## src/rtl/fetch_queue_if.sv

```systemverilog
// fetch_queue_if: redirect, instruction-memory and decode channels of the fetch queue.
interface fetch_queue_if #(
    parameter int XLEN     = 32,
    parameter int FQ_DEPTH = 4
);
    logic                      redirect_valid;
    logic [XLEN-1:0]           redirect_pc;
    logic                      imem_req_valid;
    logic                      imem_req_ready;
    logic [XLEN-1:0]           imem_req_addr;
    logic                      imem_rsp_valid;
    logic [XLEN-1:0]           imem_rsp_instr;
    logic                      out_valid;
    logic                      out_ready;
    logic [XLEN-1:0]           out_instr;
    logic [XLEN-1:0]           out_pc;
    logic [$clog2(FQ_DEPTH):0] fq_count;
    modport master (
        input  redirect_valid, redirect_pc, imem_req_ready, imem_rsp_valid, imem_rsp_instr, out_ready,
        output imem_req_valid, imem_req_addr, out_valid, out_instr, out_pc, fq_count
    );
    modport slave (
        output redirect_valid, redirect_pc, imem_req_ready, imem_rsp_valid, imem_rsp_instr, out_ready,
        input  imem_req_valid, imem_req_addr, out_valid, out_instr, out_pc, fq_count
    );
endinterface

```

## src/rtl/fetch_queue_unit.sv

```systemverilog
// fetch_queue_unit: credit-limited sequential fetch into an in-order instruction queue with redirect flush.
module fetch_queue_unit #(
    parameter int              XLEN     = 32,
    parameter logic [XLEN-1:0] RESET_PC = '0,
    parameter int              FQ_DEPTH = 4
) (
    input logic          clk,
    input logic          reset,
    fetch_queue_if.master bus
);
    localparam int AW = $clog2(FQ_DEPTH);
    localparam int CW = AW + 1;
    logic [XLEN-1:0] fetch_pc;
    logic [XLEN-1:0] q_pc [FQ_DEPTH];
    logic [XLEN-1:0] q_instr [FQ_DEPTH];
    logic [XLEN-1:0] pend_pc [FQ_DEPTH];
    logic [AW-1:0]   q_head, q_tail, p_head, p_tail, nxt_head;
    logic [CW-1:0]   count, inflight, drop_cnt, nxt_count;
    logic [XLEN-1:0] head_pc, head_instr;
    logic            credit, issue, push, pop, drop;
    assign credit = ({1'b0, count} + {1'b0, inflight} + {1'b0, drop_cnt}) < (CW + 1)'(FQ_DEPTH);
    assign bus.imem_req_valid = reset && !bus.redirect_valid && credit;
    assign bus.out_valid      = reset && !bus.redirect_valid && count != '0;
    assign bus.imem_req_addr  = fetch_pc;
    assign bus.fq_count       = count;
    assign issue = bus.imem_req_valid && bus.imem_req_ready;
    assign pop   = bus.out_valid && bus.out_ready;
    assign drop  = bus.imem_rsp_valid && drop_cnt != '0;
    assign push  = bus.imem_rsp_valid && drop_cnt == '0 && inflight != '0 && !bus.redirect_valid;
    // Registered head view: a push into an emptying queue lands directly at the new head.
    always_comb begin
        nxt_head   = q_head + AW'(pop);
        nxt_count  = count + CW'(push) - CW'(pop);
        head_pc    = nxt_count == '0 ? '0 : (push && count == CW'(pop)) ? pend_pc[p_head] : q_pc[nxt_head];
        head_instr = nxt_count == '0 ? '0 : (push && count == CW'(pop)) ? bus.imem_rsp_instr : q_instr[nxt_head];
    end
    always_ff @(posedge clk) begin
        if (!reset) begin
            fetch_pc      <= RESET_PC;
            q_head        <= '0;
            q_tail        <= '0;
            p_head        <= '0;
            p_tail        <= '0;
            count         <= '0;
            inflight      <= '0;
            drop_cnt      <= '0;
            bus.out_pc    <= '0;
            bus.out_instr <= '0;
        end else if (bus.redirect_valid) begin
            fetch_pc      <= {bus.redirect_pc[XLEN-1:2], 2'b00};
            q_head        <= '0;
            q_tail        <= '0;
            p_head        <= '0;
            p_tail        <= '0;
            count         <= '0;
            inflight      <= '0;
            drop_cnt      <= drop_cnt + inflight - CW'(bus.imem_rsp_valid && (drop_cnt != '0 || inflight != '0));
            bus.out_pc    <= '0;
            bus.out_instr <= '0;
        end else begin
            if (issue) begin
                pend_pc[p_tail] <= fetch_pc;
                p_tail          <= p_tail + AW'(1);
                fetch_pc        <= fetch_pc + XLEN'(4);
            end
            if (push) begin
                q_pc[q_tail]    <= pend_pc[p_head];
                q_instr[q_tail] <= bus.imem_rsp_instr;
                q_tail          <= q_tail + AW'(1);
                p_head          <= p_head + AW'(1);
            end
            if (drop)
                drop_cnt <= drop_cnt - CW'(1);
            inflight      <= inflight + CW'(issue) - CW'(push);
            count         <= nxt_count;
            q_head        <= nxt_head;
            bus.out_pc    <= head_pc;
            bus.out_instr <= head_instr;
        end
    end
endmodule

```

## src/flat_wrapper.sv

```systemverilog
// flat-port wrapper written by rule: the top's interface ports become plain ports
module fetch_queue_unit_flat 
#(
    parameter int              XLEN     = 32,
    parameter logic [XLEN-1:0] RESET_PC = '0,
    parameter int              FQ_DEPTH = 4
)
  (clk, reset, bus_redirect_valid, bus_redirect_pc, bus_imem_req_ready, bus_imem_rsp_valid, bus_imem_rsp_instr, bus_out_ready, bus_imem_req_valid, bus_imem_req_addr, bus_out_valid, bus_out_instr, bus_out_pc, bus_fq_count);
  fetch_queue_if #(.XLEN(XLEN), .FQ_DEPTH(FQ_DEPTH)) bus_i ();
  input logic clk;
  input logic reset;
  input wire logic [$bits(bus_i.redirect_valid)-1:0] bus_redirect_valid;
  input wire logic [$bits(bus_i.redirect_pc)-1:0] bus_redirect_pc;
  input wire logic [$bits(bus_i.imem_req_ready)-1:0] bus_imem_req_ready;
  input wire logic [$bits(bus_i.imem_rsp_valid)-1:0] bus_imem_rsp_valid;
  input wire logic [$bits(bus_i.imem_rsp_instr)-1:0] bus_imem_rsp_instr;
  input wire logic [$bits(bus_i.out_ready)-1:0] bus_out_ready;
  output wire logic [$bits(bus_i.imem_req_valid)-1:0] bus_imem_req_valid;
  output wire logic [$bits(bus_i.imem_req_addr)-1:0] bus_imem_req_addr;
  output wire logic [$bits(bus_i.out_valid)-1:0] bus_out_valid;
  output wire logic [$bits(bus_i.out_instr)-1:0] bus_out_instr;
  output wire logic [$bits(bus_i.out_pc)-1:0] bus_out_pc;
  output wire logic [$bits(bus_i.fq_count)-1:0] bus_fq_count;
  assign bus_i.redirect_valid = bus_redirect_valid;
  assign bus_i.redirect_pc = bus_redirect_pc;
  assign bus_i.imem_req_ready = bus_imem_req_ready;
  assign bus_i.imem_rsp_valid = bus_imem_rsp_valid;
  assign bus_i.imem_rsp_instr = bus_imem_rsp_instr;
  assign bus_i.out_ready = bus_out_ready;
  assign bus_imem_req_valid = bus_i.imem_req_valid;
  assign bus_imem_req_addr = bus_i.imem_req_addr;
  assign bus_out_valid = bus_i.out_valid;
  assign bus_out_instr = bus_i.out_instr;
  assign bus_out_pc = bus_i.out_pc;
  assign bus_fq_count = bus_i.fq_count;
  fetch_queue_unit #(.XLEN(XLEN), .RESET_PC(RESET_PC), .FQ_DEPTH(FQ_DEPTH)) u_core (.clk(clk), .reset(reset), .bus(bus_i));
endmodule
```

## config.mk

```make
export PLATFORM = sky130hd
export DESIGN_NAME = fetch_queue_unit_flat
export DESIGN_NICKNAME = d
export VERILOG_FILES = /design/src/rtl/fetch_queue_if.sv /design/src/rtl/fetch_queue_unit.sv /design/src/flat_wrapper.sv
export SDC_FILE = /design/constraint.sdc
export NUM_CORES = 1
export LEC_CHECK = 0
export BUFFER_PORTS_ARGS = -buffer_cell sky130_fd_sc_hd__buf_2
export CAP_MARGIN = 20
export CORE_MARGIN = 4
export CORE_UTILIZATION = 60
export CTS_CLUSTER_SIZE = 8
export DETAILED_ROUTE_END_ITERATION = 8
export GPL_TIMING_DRIVEN = 0
export MAX_ROUTING_LAYER = met4
export PLACE_DENSITY_LB_ADDON = 0.12
export SLEW_MARGIN = 20
export SYNTH_ARGS = -nofsm -noshare
export SYNTH_HDL_FRONTEND = slang
export SYNTH_SLANG_ARGS = --single-unit
```

## constraint.sdc

```tcl
create_clock -name clk -period 7.65 [get_ports clk]
set_input_delay 0.3825 -clock clk [delete_from_list [all_inputs] [get_ports clk]]
set_output_delay 0.3825 -clock clk [all_outputs]
set_load 0.03 [all_outputs]
```

==> out/summary.txt, run 1 <==
sequential fraction of the synthesis area: 0.7180
Fillers: 1920
Worst Path Max Fanout: 10
fin nets: 1465
Inserted Diodes: 0
Max transition margin: 0.4430
worst hold start: bus_imem_rsp_instr[17]
Worst-Skew Late Latency: 550 ps
Initial Util: 0.6059
Setup violations, final: 0
Setup Skew: 14.91 ps
Final Non-Filler Cells: 1818
sequential cell area: 13270 µm²
leakage power figure: 7.816 nW
Post-synth EDFFs: 368
Post-synth top flop: edfxtp_1
Hold Violations, Final: 0
power density over the cells: 265.4 nW/µm²
Post-CTS Resized: 0
FP Rows: 64
period utilization: 0.5203
run status: completed
Worst path max stage delay: 510 ps
RSZ-0062 raised after global routing: no
Setup crit start: u_core.bus.fq_count[1]
count of input and output buffers: 163
WL final: 39760 µm
fmax: 0.2512 GHz
Tmin final: 3980 ps
Worst Tran Pin Value: 829.6 ps
Hold WC Path Type: in2reg
Total GRT Usage: 0.2466
Most common cell on crit path: fa_1
largest net degree at the start of global routing: 40
post-route ant nets: 0
Synth Register Bits: 479
Root Buffer Master: clkbuf_16
Worst R2R End: u_core.inflight[2]
share of cells above drive strength 1: 0.2637
Mapped Cells: 1123
Vias: 10810
hpwl dp: 24990 µm
Netlist Area Pre-Place: 18490 µm²
Die Ht: 183.5 µm
Initial DRT Pass Iterations: 5
initial antenna violation count: 0
Wirelength per Cell: 21.87 µm
FF-to-FF path depth: 14
CTS tree: built
CP Class: reg2reg
Hold-fix buffers, CTS: 0
Synth warnings: 0
simple-gate share of the synthesized area: 0.06951
die area: 33680 µm²
Slew Viols, Final: 0
number of global-route vias before repair: 11070
CTS max path bufs: 3
Multi-input gate area: 4902 µm²
Die Wd: 183.5 µm
number of buffers created by CTS: 69
DR iter-0 viols: 893
post-synthesis xor/xnor area fraction: 0.01036
fraction of registers with async set/reset: 0
drc violations: 0
core area: 30510 µm²
Critical Path Start Type: flip-flop
Compound-Gate Fraction of Synth Area: 0.04839
worst-case vdd ir drop: 0.0001377 V
H-tree depth: 3
total of max-cap violations: 0
critical path endpoint: u_core.inflight[2]
Synth Area in Adders: 0.02071
Post-CTS Setup Bufs: 0
post-synthesis mux area share: 0.1132
global-route wire length before repair: 61950 µm
critical path arrival: 4390 ps
Mean Syn Cell Area: 16.46 µm²
largest family of logic cells by synthesized area: multiplexers
Via-to-Cell Ratio: 5.943
Req. time, crit path: 8060 ps
clock slew at reported path FFs: 50 ps
flop2flop setup slack: 3670 ps
GP Congestion: 0.9437
reg2reg start: u_core.bus.fq_count[1]
worst path cell trace: inv_1 -> fa_1 -> or2_2 -> fa_1 -> and4b_1 -> buf_2 -> nand2_1 -> clkinv_1 -> ha_1 -> inv_1 -> fa_1 -> xor2_1 -> xnor2_1 -> nor2_1
Worst path slowest cell: fa_1
number of clock sinks: 479
final setup TNS: 0 ps
I/O pin total: 171
synth unique cells: 49
crit path capture type: flip-flop
Congestion Overflow GR: 0
area growth from synthesis to layout: 19.15%
placed cells: 1693
[placed cells by master (no fill, tap or decap), types with 12 or more instances in the layout]
master     synthesis  routed
edfxtp_1         368     368
buf_2             18     181
clkbuf_16          0      70
a31oi_1           15      15
nand3_1           13      13
ha_1              21      21
nand2_1          148     148
and3_1            20      12
mux4_2            92      92
or4_1             12      12
inv_1             22      22
dfxtp_1          111     111
nor2_1            17      17
o21ai_0           19      19
nand4_1           16      16
a21oi_1           70      70
clkbuf_1          40      91
[synthesized netlist by cell type (3+ instances only)]
| cell type | number | share of area |
|---|---|---|
| o211a_1 | 5 | 0.0027 |
| and2_1 | 8 | 0.0027 |
| o211ai_1 | 8 | 0.0032 |
| a21oi_1 | 70 | 0.019 |
| nor3_1 | 6 | 0.0016 |
| or3_1 | 6 | 0.0020 |
| and4_1 | 5 | 0.0024 |
| dfxtp_1 | 111 | 0.12 |
| xor2_1 | 9 | 0.0043 |
| nor4_1 | 5 | 0.0017 |
| and3_1 | 20 | 0.0068 |
| nand2_1 | 148 | 0.030 |
| buf_2 | 18 | 0.0049 |
| a31oi_1 | 15 | 0.0051 |
| nand4_1 | 16 | 0.0054 |
| nand3_1 | 13 | 0.0035 |
| fa_1 | 6 | 0.0065 |
| clkbuf_1 | 40 | 0.0081 |
| mux4_2 | 92 | 0.11 |
| inv_1 | 22 | 0.0045 |
| nor2_1 | 17 | 0.0035 |
| a211oi_1 | 5 | 0.0020 |
| or4_1 | 12 | 0.0049 |
| o31ai_1 | 6 | 0.0024 |
| o311ai_0 | 9 | 0.0043 |
| xnor2_1 | 11 | 0.0052 |
| o21ai_0 | 19 | 0.0051 |
| edfxtp_1 | 368 | 0.60 |
| buf_4 | 4 | 0.0016 |
| a211o_1 | 3 | 0.0014 |
| ha_1 | 21 | 0.014 |
[metal layers]
metal  track usage  share of wire  vias up
li1              -              -     4859
met2        0.3917           0.49      463
met4       0.06675          0.018        0
met3       0.04590          0.074       64
met1        0.3358           0.42     5419
met5             -              0        -
[metrics by stage]
step	hold WS, ps	total power, mW	area, µm²	setup slack (ps)	utilization
after floorplan	481.4	3.047	18500	4021	-
after global placement	500.2	3.133	19810	2900	0.6493
after detailed placement	549.0	3.142	20010	3693	0.6558
after CTS	38.03	5.899	22010	3743	0.7214
after global routing	50.90	6.059	22030	3482	0.7219
final	63.76	5.846	22030	3670	0.7219
[how the worst min path moves through the flow]
stage	endpoint	slack [ps]	cells past startpoint
after floorplan	u_core.q_instr[0][0]	480	0
after global placement	flip-flop	500	2
after detailed placement	flip-flop	550	2
after CTS	u_core.q_instr[0][17]	40	1
after global routing	u_core.q_instr[0][17]	50	1
final	u_core.q_instr[0][17]	60	1
[kinds of logic (layout without fill, tap and decap cells)]
group	count (synthesis)	after routing
buffers and inverters	87	383
AND/OR/NAND/NOR	268	268
multiplexers	94	94
flip-flops	479	479
XOR/XNOR	21	21
AO/OA/AOI/OAI	146	146
adder cells (fa/ha/maj)	27	27
other	1	4
[flip-flops by register name (all words and copies together) (netlist names), 30 cells and up, named ones only]
name	flops
u_core.q_instr	128
u_core.pend_pc	120
u_core.q_pc	120
u_core.bus.out_instr	32
u_core.bus.imem_req_addr	30
u_core.bus.out_pc	30
[cell type report]
| type | count | area share |
|---|---|---|
| plain buffers | 62 | 0.01227 |
| clock inverters | 4 | 0.002613 |
| multi-input cells | 560 | 0.2226 |
| clock buffers | 121 | 0.08822 |
| repair buffers | 171 | 0.04499 |
| flip-flops and latches | 479 | 0.6026 |
| well taps | 396 | 0.02249 |
| inverters | 25 | 0.004260 |
[critical path: cells and delay by family (launching register included)]
kind,cells,cell delay [ps]
simple gates,4,850
flops,1,470
xor+xnor,2,300
buf+inv,4,770
fa+ha+maj,4,1470
[power breakdown]
part	internal [mW]	leakage [nW]	switching, mW	total (mW)
combinational	0.0799	2.63	0.144	0.224
sequential	2.83	4.23	0.0406	2.87
clock	1.71	0.948	1.04	2.75
total	4.62	7.82	1.22	5.85
No activity file was read; power rests on OpenSTA's default activity.
==> run 2, diff against run 1 <==
--- a/config.mk
+++ b/config.mk
@@ -5,6 +5,7 @@
 export SDC_FILE = /design/constraint.sdc
 export NUM_CORES = 1
 export LEC_CHECK = 0
+export ABC_AREA = 1
 export BUFFER_PORTS_ARGS = -buffer_cell sky130_fd_sc_hd__buf_2
 export CAP_MARGIN = 20
 export CORE_MARGIN = 4
==> constraint.sdc (replaced) <==
create_clock -name clk -period 4.2 [get_ports clk]
set_input_delay 0.21 -clock clk [delete_from_list [all_inputs] [get_ports clk]]
set_output_delay 0.21 -clock clk [all_outputs]
set_load 0.03 [all_outputs]
==> out/summary.txt, run 2 <==
most common cell after layout, fill and taps aside: nand2_1 (was edfxtp_1)
count of input and output buffers: 163 (unchanged)
hold endpoint: u_core.bus.imem_req_addr[23] (was u_core.q_instr[0][17])
Setup violations, final: 0 (unchanged)
I/O pin total: 171 (unchanged)
CTS max path bufs: 3 (unchanged)
hpwl dp: 31500 µm (was 24990 µm)
Post-CTS Resized: 0 (unchanged)
core area: 32620 µm² (was 30510 µm²)
Worst path slowest cell: dlygate4sd3_1 (was fa_1)
Tmin final: 3922 ps
Vias: 14700 (was 10810)
post-synthesis mux area share: 0 (was 0.1132)
final setup TNS: 0 ps (unchanged)
flop2flop setup slack: 760 ps (was 3670 ps)
max reg flops: 128 (unchanged)
worst path cell trace: dlygate4sd3_1 -> buf_4 -> inv_2 -> nor2_2 -> buf_2 -> inv_1 -> a21oi_1 -> and2_1 -> ha_1 -> inv_1 -> ha_1 -> fa_1 -> xnor2_1 -> nand3_1 -> nand2_1 -> buf_2 -> a21oi_2 (was inv_1 -> fa_1 -> or2_2 -> fa_1 -> and4b_1 -> buf_2 -> nand2_1 -> clkinv_1 -> ha_1 -> inv_1 -> fa_1 -> xor2_1 -> xnor2_1 -> nor2_1)
Hold Path Stages: 5 (was 1)
switch share: 0.2056 (was 0.2089)
Worst Path Max Fanout: 10 (unchanged)
Post-CTS Setup Bufs: 0 (unchanged)
reg2reg start: u_core.bus.fq_count[2] (was u_core.bus.fq_count[1])
synth top area cells: edfxtp_1 (56%), nand2_1 (16%), dfxtp_1 (11%) (was edfxtp_1 (60%), dfxtp_1 (12%), mux4_2 (11%))
Die Wd: 189.9 µm (was 183.5 µm)
Wirelength per Cell: 17.48 µm (was 21.87 µm)
Total GRT Usage: 0.2767 (was 0.2466)
Initial Util: 0.6085 (was 0.6059)
critical path arrival: 4330 ps (was 4390 ps)
Hold WC Path Type: in2reg (unchanged)
DR iter-0 viols: 1215 (was 893)
FF-to-FF path depth: 13 (was 14)
GP Congestion: 0.9248 (was 0.9437)
worst setup margin: 277.8 ps (was 3670 ps)
area growth from synthesis to layout: 21.89% (was 19.15%)
CP Class: in2reg (was reg2reg)
Hold Violations, Final: 0 (unchanged)
H-tree depth: 3 (unchanged)
Mapped Cells: 1970 (was 1123)
Synth warnings: 0 (unchanged)
post-synthesis xor/xnor area fraction: 0.006115 (was 0.01036)
share of cells above drive strength 1: 0.1458 (was 0.2637)
drc violations: 0 (unchanged)
leakage power figure: 9.929 nW (was 7.816 nW)
fin nets: 2368 (was 1465)
largest family of logic cells by synthesized area: simple AND/OR/NAND/NOR gates (was multiplexers)
period utilization: 0.9339
sequential fraction of the synthesis area: 0.6687 (was 0.7180)
initial antenna violation count: 0 (unchanged)
pre-CTS setup slack: 195.5 ps (was 3693 ps)
share of the synthesized area in the top cell type: 0.5568 (was 0.5978)
Setup Skew: 18.25 ps (was 14.91 ps)
Via-to-Cell Ratio: 5.312 (was 5.943)
Post-synth top flop: edfxtp_1 (unchanged)
fmax: 0.2550 GHz
synth unique cells: 35 (was 49)
fin util: 0.7417 (was 0.7219)
Power Internal: 8.520 mW (was 4.624 mW)
number of global-route vias before repair: 14840 (was 11070)
Max transition margin: 0.5380 (was 0.4430)
Die Ht: 189.9 µm (was 183.5 µm)
Synth Area in Adders: 0.01929 (was 0.02071)
run status: completed (unchanged)
Worst path max stage delay: 520 ps (was 510 ps)
Congestion Overflow GR: 0 (unchanged)
P_sw: 2.206 mW (was 1.221 mW)
Worst R2R End: u_core.bus.out_pc[20] (was u_core.inflight[2])
WL final: 48370 µm (was 39760 µm)
clock power share: 0.475 (was 0.470)
worst hold start: bus_redirect_pc[23] (was bus_imem_rsp_instr[17])
FP Rows: 66 (was 64)
Fillers: 2238 (was 1920)
Comb pwr share: 0.038 (about the same)
Compound-Gate Fraction of Synth Area: 0.05831 (was 0.04839)
clock slew at reported path FFs: 50 ps (about the same)
top post-synthesis cells by count: nand2_1 (837), edfxtp_1 (368), nor2_1 (127) (was edfxtp_1 (368), nand2_1 (148), dfxtp_1 (111))
number of buffers created by CTS: 69 (unchanged)
Critical Path Start Type: primary input (was flip-flop)
most frequent cells in the layout: nand2_1 (837), edfxtp_1 (368), buf_2 (194) (was edfxtp_1 (368), buf_2 (181), nand2_1 (148))
Root Buffer Master: clkbuf_16 (unchanged)
number of clock sinks: 479 (unchanged)
Req. time, crit path: 4610 ps (was 8060 ps)
largest net degree at the start of global routing: 25 (was 40)
Synth Register Bits: 479 (unchanged)
fraction of registers with async set/reset: 0 (unchanged)
Inserted Diodes: 0 (unchanged)
Worst Tran Pin Value: 689.7 ps (was 829.6 ps)
crit path capture type: flip-flop (unchanged)
power density over the cells: 443.3 nW/µm² (was 265.4 nW/µm²)
Top Registers: u_core.q_instr (128), u_core.pend_pc (120), u_core.q_pc (120) (unchanged)
Reg with most FFs: u_core.q_instr (unchanged)
Initial DRT Pass Iterations: 5 (unchanged)
simple-gate share of the synthesized area: 0.2050 (was 0.06951)
die area: 36050 µm² (was 33680 µm²)
Slew Viols, Final: 0 (unchanged)
Sequential Power Share: 0.487 (was 0.492)
Post-synth EDFFs: 368 (unchanged)
RSZ-0062 raised after global routing: no (unchanged)
most frequent cell after synthesis: nand2_1 (was edfxtp_1)
post-synth top area cell: edfxtp_1 (unchanged)
Netlist Area Pre-Place: 19850 µm² (was 18490 µm²)
worst-case vdd ir drop: 0.0002871 V (was 0.0001377 V)
total of max-cap violations: 0 (unchanged)
CTS tree: built (unchanged)
post-route ant nets: 0 (unchanged)
Worst-Skew Late Latency: 560 ps (was 550 ps)
Mean Syn Cell Area: 10.08 µm² (was 16.46 µm²)
global-route wire length before repair: 76500 µm (was 61950 µm)
## run 2: how the worst max path moves through the flow
stage	cells past startpoint	start	endpoint
2_1_floorplan	8	u_core.drop_cnt[1]	u_core.q_instr[0][0]
3_3_place_gp	8	u_core.drop_cnt[1]	u_core.q_instr[2][16]
3_5_place_dp	16	reset	u_core.bus.out_pc[20]
4_1_cts	17	reset	u_core.bus.out_pc[20]
5_1_grt	17	reset	u_core.bus.out_pc[20]
6_report	17	reset	u_core.bus.out_pc[20]
## run 2: worst max-delay path, delay by kind of cell
family	cells	cell delay [ps]
buffers and inverters	7	1810
AND/OR/NAND/NOR	4	990
adder cells (fa/ha/maj)	3	780
AO/OA/AOI/OAI	2	310
XOR/XNOR	1	210
## run 2: what timing repair did
action / CTS / global route
hold buffers: 48 / 0
endpoints found under the hold margin: 176 / 0
endpoints found under the setup margin: 0 / 0
## run 2: final cells by class
class	instances	area, µm²	share of cell area
Tap cell	442	553.0	0.02286
Multi-Input combinational cell	1300	5806	0.2400
Buffer	95	466.7	0.01929
Inverter	99	374.1	0.01546
Sequential cell	479	13270	0.5486
Timing Repair Buffer	227	1699	0.07023
Clock buffer	125	2022	0.08357
## run 2: power by group through the flow
stage	registers (mW)	logic, mW	clock network, mW
final	5.22	0.411	5.09
after global routing	5.22	0.458	5.38
after CTS	5.22	0.410	5.15
after detailed placement	5.31	0.372	0
after global placement	5.31	0.352	0
after floorplan	5.32	0.196	0
## run 2: per-stage QoR
stage | area [µm²] | hold slack, ps | instances | power (mW)
final | 24190 | 17.38 | 2767 | 10.73
after global routing | 24190 | 21.74 | 2767 | 11.07
after CTS | 24190 | 3.207 | 2767 | 10.78
after detailed placement | 21690 | 444.8 | 2594 | 5.681
after global placement | 21230 | 441.1 | 2578 | 5.659
after floorplan | 19860 | 308.9 | 1973 | 5.518
## run 2: per-layer routing
metal | up-vias | GRT usage | share of wire
met5 | - | - | 0
li1 | 7118 | - | -
met4 | 0 | 0.09572 | 0.025
met1 | 6903 | 0.3343 | 0.40
met2 | 583 | 0.4761 | 0.51
met3 | 94 | 0.04642 | 0.069
## run 2: kinds of logic (layout without fill, tap and decap cells)
kind of cell             Yosys count  count (layout)
adder cells (fa/ha/maj)           27              27
XOR/XNOR                          13              13
buffers and inverters            194             546
AND/OR/NAND/NOR                 1044            1044
other                              1               4
AO/OA/AOI/OAI                    212             212
flip-flops                       479             479
==> run 3, diff against run 2 <==
--- a/config.mk
+++ b/config.mk
@@ -13,8 +13,10 @@
 export CTS_CLUSTER_SIZE = 8
 export DETAILED_ROUTE_END_ITERATION = 8
 export GPL_TIMING_DRIVEN = 0
+export HOLD_SLACK_MARGIN = 0.1
 export MAX_ROUTING_LAYER = met4
 export PLACE_DENSITY_LB_ADDON = 0.12
+export RECOVER_POWER = 25
 export SLEW_MARGIN = 20
 export SYNTH_ARGS = -nofsm -noshare
 export SYNTH_HDL_FRONTEND = slang
==> out/summary.txt, run 3 (synthesized netlist as in run 2, its figures left out) <==
Worst-Skew Late Latency: 560 ps (about the same)
drc violations: 0 (unchanged)
Wirelength per Cell: 17.49 µm (was 17.48 µm)
leakage power figure: 9.916 nW (was 9.929 nW)
number of clock sinks: 479 (unchanged)
CP Class: in2reg (unchanged)
Worst Path Max Fanout: 10 (unchanged)
max reg flops: 128 (unchanged)
Die Wd: 189.9 µm (unchanged)
initial antenna violation count: 0 (unchanged)
area growth from synthesis to layout: 22.60% (was 21.89%)
Initial Util: 0.6085 (unchanged)
Tmin final: 3912 ps (was 3922 ps)
Total GRT Usage: 0.2795 (was 0.2767)
Req. time, crit path: 4610 ps (about the same)
fin util: 0.7460 (was 0.7417)
Slew Viols, Final: 0 (unchanged)
Hold Violations, Final: 0 (unchanged)
Vias: 14800 (was 14700)
count of input and output buffers: 163 (unchanged)
largest net degree at the start of global routing: 25 (unchanged)
period utilization: 0.9315 (was 0.9339)
final setup TNS: 0 ps (unchanged)
crit path buf inv count: 7 (unchanged)
number of buffers created by CTS: 69 (unchanged)
Root Buffer Master: clkbuf_16 (unchanged)
Reg with most FFs: u_core.q_instr (unchanged)
Setup violations, final: 0 (unchanged)
pre-CTS setup slack: 195.5 ps (unchanged)
DR iter-0 viols: 1152 (was 1215)
FP Rows: 66 (unchanged)
GP Congestion: 0.9248 (unchanged)
Congestion Overflow GR: 0 (unchanged)
RSZ-0062 raised after global routing: no (unchanged)
crit path capture type: flip-flop (unchanged)
Hold WC Path Type: in2reg (unchanged)
Post-CTS Setup Bufs: 0 (unchanged)
Top Registers: u_core.q_instr (128), u_core.pend_pc (120), u_core.q_pc (120) (unchanged)
core area: 32620 µm² (unchanged)
number of global-route vias before repair: 15000 (was 14840)
Initial DRT Pass Iterations: 5 (unchanged)
clock slew at reported path FFs: 50 ps (about the same)
die area: 36050 µm² (unchanged)
worst path cell trace: dlygate4sd3_1 -> buf_4 -> inv_2 -> nor2_2 -> buf_2 -> inv_1 -> a21oi_1 -> and2_1 -> ha_1 -> inv_1 -> ha_1 -> fa_1 -> xnor2_1 -> nand3_1 -> nand2_1 -> buf_2 -> a21oi_2 (unchanged)
power density over the cells: 441.1 nW/µm² (was 443.3 nW/µm²)
global-route wire length before repair: 77280 µm (was 76500 µm)
critical path arrival: 4320 ps (was 4330 ps)
Via-to-Cell Ratio: 5.313 (was 5.312)
I/O pin total: 171 (unchanged)
share of cells above drive strength 1: 0.1310 (was 0.1458)
Setup Skew: 17.36 ps (was 18.25 ps)
Worst path max stage delay: 520 ps (about the same)
Hold WS: 199.9 ps (was 17.38 ps)
Max transition margin: 0.5459 (was 0.5380)
Critical Path Start Type: primary input (unchanged)
post-route ant nets: 0 (unchanged)
CP delay by family, top: buffers and inverters (unchanged)
CTS tree: built (unchanged)
fin nets: 2386 (was 2368)
Total Power: 10.73 mW (about the same)
hpwl dp: 31500 µm (unchanged)
CTS max path bufs: 3 (unchanged)
H-tree depth: 3 (unchanged)
most frequent cells in the layout: nand2_1 (837), edfxtp_1 (368), buf_2 (162) (was nand2_1 (837), edfxtp_1 (368), buf_2 (194))
Die Ht: 189.9 µm (unchanged)
Post-CTS Resized: 0 (unchanged)
Worst Tran Pin Value: 677.9 ps (was 689.7 ps)
worst setup margin: 287.7 ps (was 277.8 ps)
Inserted Diodes: 0 (unchanged)
total of max-cap violations: 0 (unchanged)
Worst path slowest cell: dlygate4sd3_1 (unchanged)
fmax: 0.2556 GHz (was 0.2550 GHz)
run status: completed (unchanged)
WL final: 48720 µm (was 48370 µm)
most common cell after layout, fill and taps aside: nand2_1 (unchanged)
worst-case vdd ir drop: 0.0002821 V (was 0.0002871 V)
## run 3: cell count changes in the layout (fill, tap and decap cells not counted), sizes merged
| cell | previous run | this run |
|---|---|---|
| dlygate4sd3 | 48 | 66 |
| clkbuf | 162 | 194 |
| buf | 237 | 205 |
## run 3: repair_timing
item / in CTS / in global routing
hold buffers: 66 / 0
hold endpoints to repair: 195 / 0
setup endpoints to repair: 0 / 0
## run 3: worst min-delay path, stage by stage
cell and delay, ps:
buf_2 130, nor2_1 70, nand3_2 110, o21ai_0 80, a21oi_1 100
## run 3: worst paths after layout
check,from,to,slack [ps],depth (start not counted)
worst max register to register,u_core.bus.fq_count[2],u_core.bus.out_pc[20],750,13
worst min register to register,u_core.p_head[1],flip-flop,470,2
worst min-delay path,bus_redirect_valid,u_core.q_tail[0],200,5
worst max-delay path,reset,u_core.bus.out_pc[20],290,17
## run 3: final cells by class
| type | instances | area, µm² |
|---|---|---|
| Clock buffer | 125 | 2022 |
| Fill cell | 2215 | 8285 |
| Inverter | 99 | 374.1 |
| Timing Repair Buffer | 245 | 1839 |
| Tap cell | 442 | 553.0 |
| Buffer | 95 | 466.7 |
| Sequential cell | 479 | 13270 |
| Multi-Input combinational cell | 1300 | 5806 |
## run 3: per-layer routing
| metal | up-vias | track usage | share of wire |
|---|---|---|---|
| met1 | 6902 | 0.3373 | 0.39 |
| met3 | 92 | 0.04716 | 0.074 |
| li1 | 7155 | - | - |
| met4 | 0 | 0.09599 | 0.025 |
| met2 | 647 | 0.4813 | 0.51 |
| met5 | - | - | 0 |
## run 3: report_power, final
part | switching (mW) | internal, mW | total [mW]
Clock | 1.88 | 3.21 | 5.09
Combinational | 0.259 | 0.162 | 0.421
Sequential | 0.0699 | 5.15 | 5.22
Total | 2.21 | 8.53 | 10.7
## run 3: stage by stage
stage | instance area (µm²) | instances
floorplan | 19860 | 1973
global route | 24330 | 2785
CTS | 24370 | 2785
finish | 24330 | 2785
detailed placement | 21690 | 2594
global placement | 21230 | 2578
